==> src/rtl/fifo_param_pkg.sv <==
// FIFO shared types: FSM state encoding and count width helper.
// Imported by the interface, next-state block and top.
package fifo_param_pkg;

  typedef enum logic [2:0] {
    INIT     = 3'd0,
    NO_OP    = 3'd1,
    WRITE    = 3'd2,
    WR_ERROR = 3'd3,
    READ     = 3'd4,
    RD_ERROR = 3'd5,
    WR_RD    = 3'd6
  } state_t;

  // Occupancy counter width: must hold 0..depth inclusive.
  function automatic int cw_f(input int depth);
    return $clog2(depth) + 1;
  endfunction

endpackage

==> src/rtl/fifo_param_if.sv <==
// FIFO bus: write/read requests, read data, occupancy and status flags.
// master = requester (drives wr_en/wr_data/rd_en), slave = FIFO.
interface fifo_param_if
  import fifo_param_pkg::*;
#(
  parameter int DATA_WIDTH = 32,
  parameter int DEPTH      = 8
);
  localparam int CW = cw_f(DEPTH);

  logic                  wr_en;
  logic [DATA_WIDTH-1:0] wr_data;
  logic                  rd_en;
  logic [DATA_WIDTH-1:0] rd_data;
  logic [CW-1:0]         data_count;
  logic                  full;
  logic                  empty;
  logic                  almost_full;
  logic                  almost_empty;
  logic                  wr_ack;
  logic                  wr_err;
  logic                  rd_ack;
  logic                  rd_err;

  modport master (
    output wr_en, wr_data, rd_en,
    input  rd_data, data_count, full, empty,
    input  almost_full, almost_empty,
    input  wr_ack, wr_err, rd_ack, rd_err
  );

  modport slave (
    input  wr_en, wr_data, rd_en,
    output rd_data, data_count, full, empty,
    output almost_full, almost_empty,
    output wr_ack, wr_err, rd_ack, rd_err
  );

endinterface

==> src/rtl/fifo_ns_param.sv <==
// FIFO next-state decode from requests, reset and occupancy.
// Ports: wr_en, rd_en, reset_n, state, data_count in; next_state out.
module fifo_ns_param
  import fifo_param_pkg::*;
#(
  parameter int DEPTH = 8,
  localparam int CW   = cw_f(DEPTH)
) (
  input  logic          wr_en,
  input  logic          rd_en,
  input  logic          reset_n,
  input  state_t        state,
  input  logic [CW-1:0] data_count,
  output state_t        next_state
);

  logic       full;
  logic       empty;
  logic [2:0] raw;
  logic       bad;

  assign full  = (data_count == CW'(DEPTH));
  assign empty = (data_count == '0);
  assign raw   = state;
  // Encoding 7 is unused; fall back to INIT.
  assign bad   = (raw == 3'd7);

  always_comb begin
    next_state = NO_OP;
    if (!reset_n || bad) begin
      next_state = INIT;
    end else begin
      unique case ({wr_en, rd_en})
        2'b00: next_state = NO_OP;
        2'b10: next_state = full ? WR_ERROR : WRITE;
        2'b01: next_state = empty ? RD_ERROR : READ;
        default: begin
          // Both: degrade to the one legal half.
          if (empty)     next_state = WRITE;
          else if (full) next_state = READ;
          else           next_state = WR_RD;
        end
      endcase
    end
  end

endmodule

==> src/rtl/fifo_param.sv <==
// Parameterised synchronous FIFO, FSM-sequenced, registered read data.
// Ports: clk, reset_n (sync, active-low), bus (fifo_param_if.slave).
// Macro FIFO_ALMOST_FLAGS_EN enables almost_full/almost_empty.
module fifo_param
  import fifo_param_pkg::*;
#(
  parameter int DATA_WIDTH = 32,
  parameter int DEPTH      = 8,
  parameter int AF_LEVEL   = DEPTH - 1,
  parameter int AE_LEVEL   = 1
) (
  input  logic              clk,
  input  logic              reset_n,
  fifo_param_if.slave       bus
);

  localparam int PW = $clog2(DEPTH);
  localparam int CW = cw_f(DEPTH);

  state_t                state;
  state_t                next_state;
  logic [DATA_WIDTH-1:0] mem [DEPTH];
  logic [PW-1:0]         wr_ptr;
  logic [PW-1:0]         rd_ptr;
  logic [CW-1:0]         count;
  logic [DATA_WIDTH-1:0] rd_q;
  logic                  do_wr;
  logic                  do_rd;

  fifo_ns_param #(
    .DEPTH(DEPTH)
  ) u_ns (
    .wr_en     (bus.wr_en),
    .rd_en     (bus.rd_en),
    .reset_n   (reset_n),
    .state     (state),
    .data_count(count),
    .next_state(next_state)
  );

  always_ff @(posedge clk) begin
    state <= next_state;
  end

  // Datapath acts on the edge that enters the state.
  assign do_wr = (next_state == WRITE) ||
                 (next_state == WR_RD);
  assign do_rd = (next_state == READ) ||
                 (next_state == WR_RD);

  // Storage is not reset; do_wr is low in reset.
  always_ff @(posedge clk) begin
    if (do_wr) mem[wr_ptr] <= bus.wr_data;
  end

  always_ff @(posedge clk) begin
    if (!reset_n) begin
      wr_ptr <= '0;
      rd_ptr <= '0;
      count  <= '0;
      rd_q   <= '0;
    end else begin
      if (do_wr) wr_ptr <= wr_ptr + PW'(1);
      if (do_rd) begin
        rd_q   <= mem[rd_ptr];
        rd_ptr <= rd_ptr + PW'(1);
      end
      if (do_wr && !do_rd)      count <= count + CW'(1);
      else if (do_rd && !do_wr) count <= count - CW'(1);
    end
  end

  assign bus.rd_data    = rd_q;
  assign bus.data_count = count;
  assign bus.full       = (count == CW'(DEPTH));
  assign bus.empty      = (count == '0);

`ifdef FIFO_ALMOST_FLAGS_EN
  assign bus.almost_full  = (int'(count) >= AF_LEVEL);
  assign bus.almost_empty = (int'(count) <= AE_LEVEL);
`else
  assign bus.almost_full  = 1'b0;
  assign bus.almost_empty = 1'b0;
`endif

  always_comb begin
    bus.wr_ack = 1'b0;
    bus.rd_ack = 1'b0;
    bus.wr_err = 1'b0;
    bus.rd_err = 1'b0;
    unique case (1'b1)
      (state == WRITE):    bus.wr_ack = 1'b1;
      (state == READ):     bus.rd_ack = 1'b1;
      (state == WR_RD): begin
        bus.wr_ack = 1'b1;
        bus.rd_ack = 1'b1;
      end
      (state == WR_ERROR): bus.wr_err = 1'b1;
      (state == RD_ERROR): bus.rd_err = 1'b1;
      default: ;
    endcase
  end

endmodule

==> src/flat_wrapper.sv <==
// flat-port wrapper written by rule: the top's interface ports become plain ports
module fifo_param_flat import fifo_param_pkg::*;
#(
  parameter int DATA_WIDTH = 32,
  parameter int DEPTH      = 8,
  parameter int AF_LEVEL   = DEPTH - 1,
  parameter int AE_LEVEL   = 1
)
  (clk, reset_n, bus_wr_en, bus_wr_data, bus_rd_en, bus_rd_data, bus_data_count, bus_full, bus_empty, bus_almost_full, bus_almost_empty, bus_wr_ack, bus_wr_err, bus_rd_ack, bus_rd_err);
  fifo_param_if #(.DATA_WIDTH(DATA_WIDTH), .DEPTH(DEPTH)) bus_i ();
  input  logic clk;
  input  logic reset_n;
  input wire logic [$bits(bus_i.wr_en)-1:0] bus_wr_en;
  input wire logic [$bits(bus_i.wr_data)-1:0] bus_wr_data;
  input wire logic [$bits(bus_i.rd_en)-1:0] bus_rd_en;
  output wire logic [$bits(bus_i.rd_data)-1:0] bus_rd_data;
  output wire logic [$bits(bus_i.data_count)-1:0] bus_data_count;
  output wire logic [$bits(bus_i.full)-1:0] bus_full;
  output wire logic [$bits(bus_i.empty)-1:0] bus_empty;
  output wire logic [$bits(bus_i.almost_full)-1:0] bus_almost_full;
  output wire logic [$bits(bus_i.almost_empty)-1:0] bus_almost_empty;
  output wire logic [$bits(bus_i.wr_ack)-1:0] bus_wr_ack;
  output wire logic [$bits(bus_i.wr_err)-1:0] bus_wr_err;
  output wire logic [$bits(bus_i.rd_ack)-1:0] bus_rd_ack;
  output wire logic [$bits(bus_i.rd_err)-1:0] bus_rd_err;
  assign bus_i.wr_en = bus_wr_en;
  assign bus_i.wr_data = bus_wr_data;
  assign bus_i.rd_en = bus_rd_en;
  assign bus_rd_data = bus_i.rd_data;
  assign bus_data_count = bus_i.data_count;
  assign bus_full = bus_i.full;
  assign bus_empty = bus_i.empty;
  assign bus_almost_full = bus_i.almost_full;
  assign bus_almost_empty = bus_i.almost_empty;
  assign bus_wr_ack = bus_i.wr_ack;
  assign bus_wr_err = bus_i.wr_err;
  assign bus_rd_ack = bus_i.rd_ack;
  assign bus_rd_err = bus_i.rd_err;
  fifo_param #(.DATA_WIDTH(DATA_WIDTH), .DEPTH(DEPTH), .AF_LEVEL(AF_LEVEL), .AE_LEVEL(AE_LEVEL)) u_core (.clk(clk), .reset_n(reset_n), .bus(bus_i));
endmodule
==> config.mk <==
export PLATFORM = sky130hd
export DESIGN_NAME = fifo_param_flat
export DESIGN_NICKNAME = d
export VERILOG_FILES = /design/src/rtl/fifo_param_pkg.sv /design/src/rtl/fifo_param_if.sv /design/src/rtl/fifo_ns_param.sv /design/src/rtl/fifo_param.sv /design/src/flat_wrapper.sv
export SDC_FILE = /design/constraint.sdc
export NUM_CORES = 1
export LEC_CHECK = 0
export ABC_AREA = 1
export ABC_CLOCK_PERIOD_IN_PS = 6200
export CAP_MARGIN = 20
export CORE_MARGIN = 2
export CORE_UTILIZATION = 55
export CTS_BUF_LIST = sky130_fd_sc_hd__clkbuf_4 sky130_fd_sc_hd__clkbuf_8
export CTS_CLUSTER_SIZE = 14
export DETAILED_ROUTE_END_ITERATION = 10
export DONT_BUFFER_PORTS = 1
export PLACE_DENSITY_LB_ADDON = 0.05
export SETUP_SLACK_MARGIN = 0.15
export SLEW_MARGIN = 20
export SYNTH_ARGS = -nofsm -noshare
export SYNTH_HDL_FRONTEND = slang
export SYNTH_SLANG_ARGS = --single-unit
==> constraint.sdc <==
create_clock -name clk -period 6.2 [get_ports clk]
set_clock_uncertainty 0.15 [all_clocks]
set_input_delay 0 -clock clk [delete_from_list [all_inputs] [get_ports clk]]
set_output_delay 0 -clock clk [all_outputs]
set_load 0.03 [all_outputs]
### Word-level counts from Yosys, hierarchy flattened

Memories as Yosys holds them, arrays and structs flattened. A register that Yosys moved wholly into a read port is not among the register bits.
Index checks and enable logic that the tools add are counted.

* bits in writable memories: 256
* output and inout bits: 44
* register bits: 13
* memories: 1

Memory list
* u_core.mem: depth 8, width 32, read ports 1, clocked after memory_dff 1, write ports 1, line fifo_param.sv:22 `logic [DATA_WIDTH-1:0] mem [DEPTH];`

* eq/ne operators: 12
* multiplexer cells: 14
* add/sub/neg operators: 4
* reduce and logical (&&, ||, !) cells: 14

Operator list (count)
* $eq A3 B3 Y1 const B: 6
* $eq A3 B2 Y1 const B: 3
* $pmux W3 S3: 1
* $mux W1: 8
* $mux W4: 2
* $add A3 B1 Y3 const B: 2
* $mux W3: 2
* $add A4 B1 Y4 const B: 1
* $eq A4 B4 Y1 const B: 1
* $logic_not A1 Y1: 4
* $logic_not A4 Y1: 1
* $reduce_or A2 Y1: 2
* $sub A4 B1 Y4 const B: 1
* $logic_or A1 B1 Y1: 3
* $eq A2 B1 Y1 const B: 1
* $eq A2 B2 Y1 const B: 1
* $logic_and A1 B1 Y1: 2
* $logic_not A2 Y1: 1
* $mux W2: 1
* $reduce_bool A2 Y1: 1

### Longest topological paths before layout

* depth after elaboration: 11
* mapped depth: 15
* mapped depth without buffers: 15

### Modules after synthesis

Synthesis repeated with hierarchy kept, for this count alone.

* cells, all modules: 1269
* area total of the unflattened synthesis: 12708.4 µm²

By module, submodules not included
* fifo_param: area each 12619.6 µm², times used 1, cells an instance 1247, seq. area each 8588.2 µm²
* fifo_ns_param: area each 88.8 µm², times used 1, cells an instance 22, seq. area each 0.0 µm²

### Worst setup path after synthesis

OpenSTA, ideal clock, no wires.

* path type: reg2reg
* start: register u_core.count[0] (netlist: u_core.bus.data_count[0])
* end: memory u_core.mem[0][0] (enable)
* stages on the path, launching flop included: 9
* clock period less this slack: 3.198 ns
* arrival time: 2.627 ns
* slack: 3.002 ns
* required time: 5.629 ns
* setup time: 0.421 ns
* cell sequence: dfxtp_1 -> nor2_2 -> nand3_1 -> nand2_2 -> nor2_8 -> nand2_4 -> inv_4 -> nand2_1 -> nor2_1

* longest elaborated chain between the ends: 9

Ends and longest elaborated chain
* start: declaration: line fifo_param.sv:25 `logic [CW-1:0] count;`
* start signal: assignment: line fifo_param.sv:68 `if (do_wr && !do_rd) count <= count + CW'(1);`
* start signal: assignment: line fifo_param.sv:69 `else if (do_rd && !do_wr) count <= count - CW'(1);`
* $eq A4 B4 Y1: line fifo_ns_param.sv:22 `assign full = (data_count == CW'(DEPTH));`
* $mux W2: line fifo_ns_param.sv:40 `else if (full) next_state = READ;`
* $mux W3 (*): line fifo_ns_param.sv:39 `if (empty) next_state = WRITE;`
* $pmux W3 S3 (*): line fifo_ns_param.sv:33 `unique case ({wr_en, rd_en})`
* $mux W3 (*): line fifo_ns_param.sv:30 `if (!reset_n || bad) begin`
* named net u_core.next_state[1]: line fifo_param.sv:21 `state_t next_state;`
* $eq A3 B2 Y1 or $eq A3 B3 Y1 (tied branches): line fifo_param.sv:46, fifo_param.sv:47
* $logic_or A1 B1 Y1 (*): line fifo_param.sv:46 `assign do_wr = (next_state == WRITE) ||`
* $mux W1 (*): line fifo_param.sv:53 `if (do_wr) mem[wr_ptr] <= bus.wr_data;`
* $mux W1 (implied by the code) (*): line fifo_param.sv:53
* end: declaration: line fifo_param.sv:22

Mark *: on every way through the listed nets, which the timed path passes. The rest lies on a longest branch.

### Final worst setup path

* start: register u_core.count[3] (netlist: u_core.bus.data_count[3])
* end: register u_core.count[3] (netlist: u_core.bus.data_count[3])

* longest elaborated chain between the ends: 10

Ends and longest elaborated chain
* $eq A4 B4 Y1: line fifo_ns_param.sv:22
* $mux W2: line fifo_ns_param.sv:40
* $mux W3: line fifo_ns_param.sv:39
* $pmux W3 S3: line fifo_ns_param.sv:33
* $mux W3: line fifo_ns_param.sv:30
* $eq A3 B3 Y1, or another cell as far along: line fifo_param.sv:48 `assign do_rd = (next_state == READ) ||`
* $logic_or A1 B1 Y1 (on tied branches): line fifo_param.sv:48, fifo_param.sv:46
* $logic_not A1 Y1 (on tied branches): line fifo_param.sv:68, fifo_param.sv:69
* $logic_and A1 B1 Y1 (on tied branches): line fifo_param.sv:68, fifo_param.sv:69
* $mux W4 or $reduce_bool A2 Y1 (tied branches)

Several ways; a longest one is shown, not always the timed one. The select of a mux whose other input is x is not followed.
A chain may end at the register's enable or synchronous reset.

==> impl_metrics.json <==
{
  "run_status": "finished, final reports clean",
  "multi_input_area_um2": 2770,
  "met2_length_um": 12900,
  "powerDensity_nw_per_um2": 329,
  "numClockSinks": 301,
  "yosys.area.top_type": "edfxtp_1",
  "yosys_warnings": 0,
  "postCtsSetupRepairBufs": 0,
  "wirelength_um": 26200,
  "io_pins": 80,
  "die_area_um2": 22400,
  "startpoint_type": "flop",
  "comb_power_share": 0.080,
  "grt_use_total": 0.238,
  "drt_iter0_markers": 448,
  "fillCellCount": 1657,
  "r2r_cells": 17,
  "syn_area_um2": 11700,
  "grt_setup_unrepaired": "false",
  "grt_pass1_wl_um": 40800,
  "min_period_ns": 4.44,
  "min_from": "bus_wr_en",
  "critPathCaptureType": "flop",
  "grt_pass1_vias": 7539,
  "wl_met1_um": 10900,
  "dr.pass1.iters": 5,
  "cts_buffers": 49,
  "netlist_top_cells_count": "edfxtp_1, o21ai_0, nor2_1, nand2_1, dfxtp_1",
  "postLayoutCellArea_um2": 13300,
  "setup_viol": 0,
  "rr_startpoint": "u_core.bus.data_count[3]",
  "holdPathEnd": "u_core.bus.data_count[1]",
  "cp-startpoint": "u_core.bus.data_count[3]",
  "synth_flop_cell": "edfxtp_1",
  "rows": 53,
  "synth_edf_count": 256,
  "diodes": 0,
  "cts_tree": "built",
  "tightest_slew_ns": 1.01,
  "highest_layer": "met4",
  "hold_depth": 8,
  "worstPathArrival_ns": 4.73,
  "via_per_inst": 5.74,
  "synth_top_area_share": 0.658,
  "wl_per_cell_um": 19.9,
  "initial_core_util": 0.557,
  "r2r_end": "u_core.bus.data_count[3]",
  "drc": 0,
  "post-place-ws_ns": 3.20,
  "async_reset_ff_frac": 0,
  "postSynthCellCount": 953,
  "regArea_um2": 8590,
  "core_um2": 21000,
  "critPathBufInv": 6,
  "clk_pin_slew_ns": 0.06,
  "syn_avg_cell_area_um2": 12.3,
  "final.setup.worst_slack_ns": 1.76,
  "drv_cap": 0,
  "finalMaxSlewViolations": 0,
  "final_antenna_net_count": 0,
  "antenna_found_initial": 0,
  "power_mw": 4.38,
  "cts_max_level": 2,
  "critPathMostFrequentCell": "dlygate4sd3_1",
  "gp_congestion": 0.763,
  "period_share": 0.717,
  "crit_required_ns": 6.49,
  "worstPathCellList": "inv_1 -> nor2_2 -> nand3_1 -> nand2_1 -> nand2_4 -> dlygate4sd3_1 -> nand3_4 -> dlygate4sd3_1 -> nand2_1 -> nand2_2 -> inv_1 -> nand2_2 -> nand3_2 -> a21oi_1 -> dlygate4sd3_1 -> nor2_1 -> dlygate4sd3_1",
  "fmax_mhz": 225,
  "synth_cell_types": 36,
  "die_x_um": 150,
  "dpl_cell_area_um2": 11900,
  "worstSkewPairLatency_ns": 0.57,
  "tns_ns": 0,
  "hold_viol_final": 0,
  "p_seq_frac": 0.533,
  "power_switching_share": 0.245,
  "grt_max_degree": 115,
  "vias": 7542,
  "io_buffer_count": 0,
  "area_delta_synth_final_pct": 14.1,
  "relSlewSlack": 0.327,
  "crit_family": "buffers and inverters",
  "crit_type": "flop to flop",
  "p_sw_mw": 1.07,
  "layout-drive-gt1-share": 0.129,
  "vdd_drop_max_uv": 195,
  "cts.path.max_buffers": 3,
  "cell_internal_pwr_mw": 3.31,
  "power.share.clock": 0.387,
  "ys_seq_area_frac": 0.735,
  "hpwlAfterDp_um": 13100,
  "r2r_setup_slack_ns": 1.76,
  "crit_slowest_cell": "dlygate4sd3_1",
  "cts-root-buf": "clkbuf_8",
  "hp-class": "input port to flop",
  "die_h_um": 150,
  "slowest_delay_ns": 0.67,
  "met3WireLength_um": 1870,
  "synth_area_leaders": "edfxtp_1, dfxtp_1, o21ai_0, nor2_1, nand2_1",
  "yosysMostFrequentCell": "edfxtp_1",
  "ys_ff_latch": 301,
  "crit_fanout": 5,
  "nets": 1039,
  "overflow": 0,
  "p_leak_nw": 4.54
}
==> power groups by stage <==
stage          logic (mW)  registers [mW]  clock network (mW)
2_1_floorplan       0.248            2.36                   0
3_3_place_gp        0.294            2.38                   0
3_5_place_dp        0.299            2.38                   0
4_1_cts             0.354            2.34                1.73
5_1_grt             0.396            2.34                1.82
6_report            0.353            2.34                1.70
==> metrics by stage <==
| step | hold slack, ns | cells | utilization |
|---|---|---|---|
| floorplan | -0.0511 | 954 | - |
| global placement | -0.0508 | 1183 | 0.569 |
| detailed placement | -0.0508 | 1183 | 0.569 |
| CTS | 0.0148 | 1314 | 0.636 |
| global route | 0.100 | 1314 | 0.636 |
| finish | 0.0448 | 1314 | 0.636 |
==> flip-flops by register name, indices dropped and copies added, names as in the netlist <==
signal,flops
u_core.bus.data_count,4
u_core.state,3
u_core.bus.rd_data,32
u_core.rd_ptr,3
u_core.wr_ptr,3
u_core.mem,256
==> layout by cell type (no fill, tap or decap), drive strengths merged <==
cell type and instances:
a211oi 1, a21oi 44, a31oi 32, buf 17, bufinv 1, clkbuf 72, clkinv 18, clkinvlp 1
conb 2, dfxtp 45, dlygate4sd3 40, edfxtp 256, ha 3, inv 23, nand2 123, nand3 9
nand3b 1, nand4 1, nor2 148, nor3 2, nor4 1, o21ai 166, o22ai 32, o31ai 1
==> cells by family (layout without fill, tap and decap cells) <==
group,count (synthesis),after routing,share of synthesized area
and+or+nand+nor,285,285,0.102
adders and majority gates,3,3,0.00321
other,1,2,0.000321
DFF,301,301,0.735
AOI/OAI and AO/OA,276,276,0.126
buffers and inverters,87,172,0.0332
==> routing by layer <==
metal	vias up	GRT usage
li1	3542	-
met1	3702	0.312
met2	259	0.403
met3	39	0.0479
met4	0	0.0755
met5	-	0
==> how the worst max path moves through the flow <==
stage | to | cells after the start
6_report | u_core.bus.data_count[3] | 17
3_3_place_gp | u_core.mem[0][18] | 9
3_5_place_dp | u_core.mem[0][26] | 9
5_1_grt | u_core.bus.data_count[3] | 17
2_1_floorplan | u_core.mem[0][0] | 8
4_1_cts | u_core.bus.data_count[3] | 17
==> cell type report <==
class / instances / share of cell area
Clock inverter: 18 / 0.00798
Clock buffer: 72 / 0.0659
Timing Repair Buffer: 57 / 0.0408
Tap cell: 275 / 0.0258
Multi-Input combinational cell: 566 / 0.208
Inverter: 25 / 0.00732
Sequential cell: 301 / 0.645
==> worst register-to-register path: stages, from the launching register on <==
cell and delay (ns):
dfxtp_1 0.59, inv_1 0.13, nor2_2 0.12, nand3_1 0.08, nand2_1 0.12, nand2_4 0.06, dlygate4sd3_1 0.67, nand3_4 0.10
dlygate4sd3_1 0.65, nand2_1 0.09, nand2_2 0.11, inv_1 0.05, nand2_2 0.06, nand3_2 0.07, a21oi_1 0.13, dlygate4sd3_1 0.56
nor2_1 0.05, dlygate4sd3_1 0.55
==> timing repair <==
action | in CTS | in global routing
resized for setup | 0 | 0
hold buffers | 41 | 0
endpoints found under the hold margin | 301 | 0
Note: power is estimated with default switching activity, not from simulation.
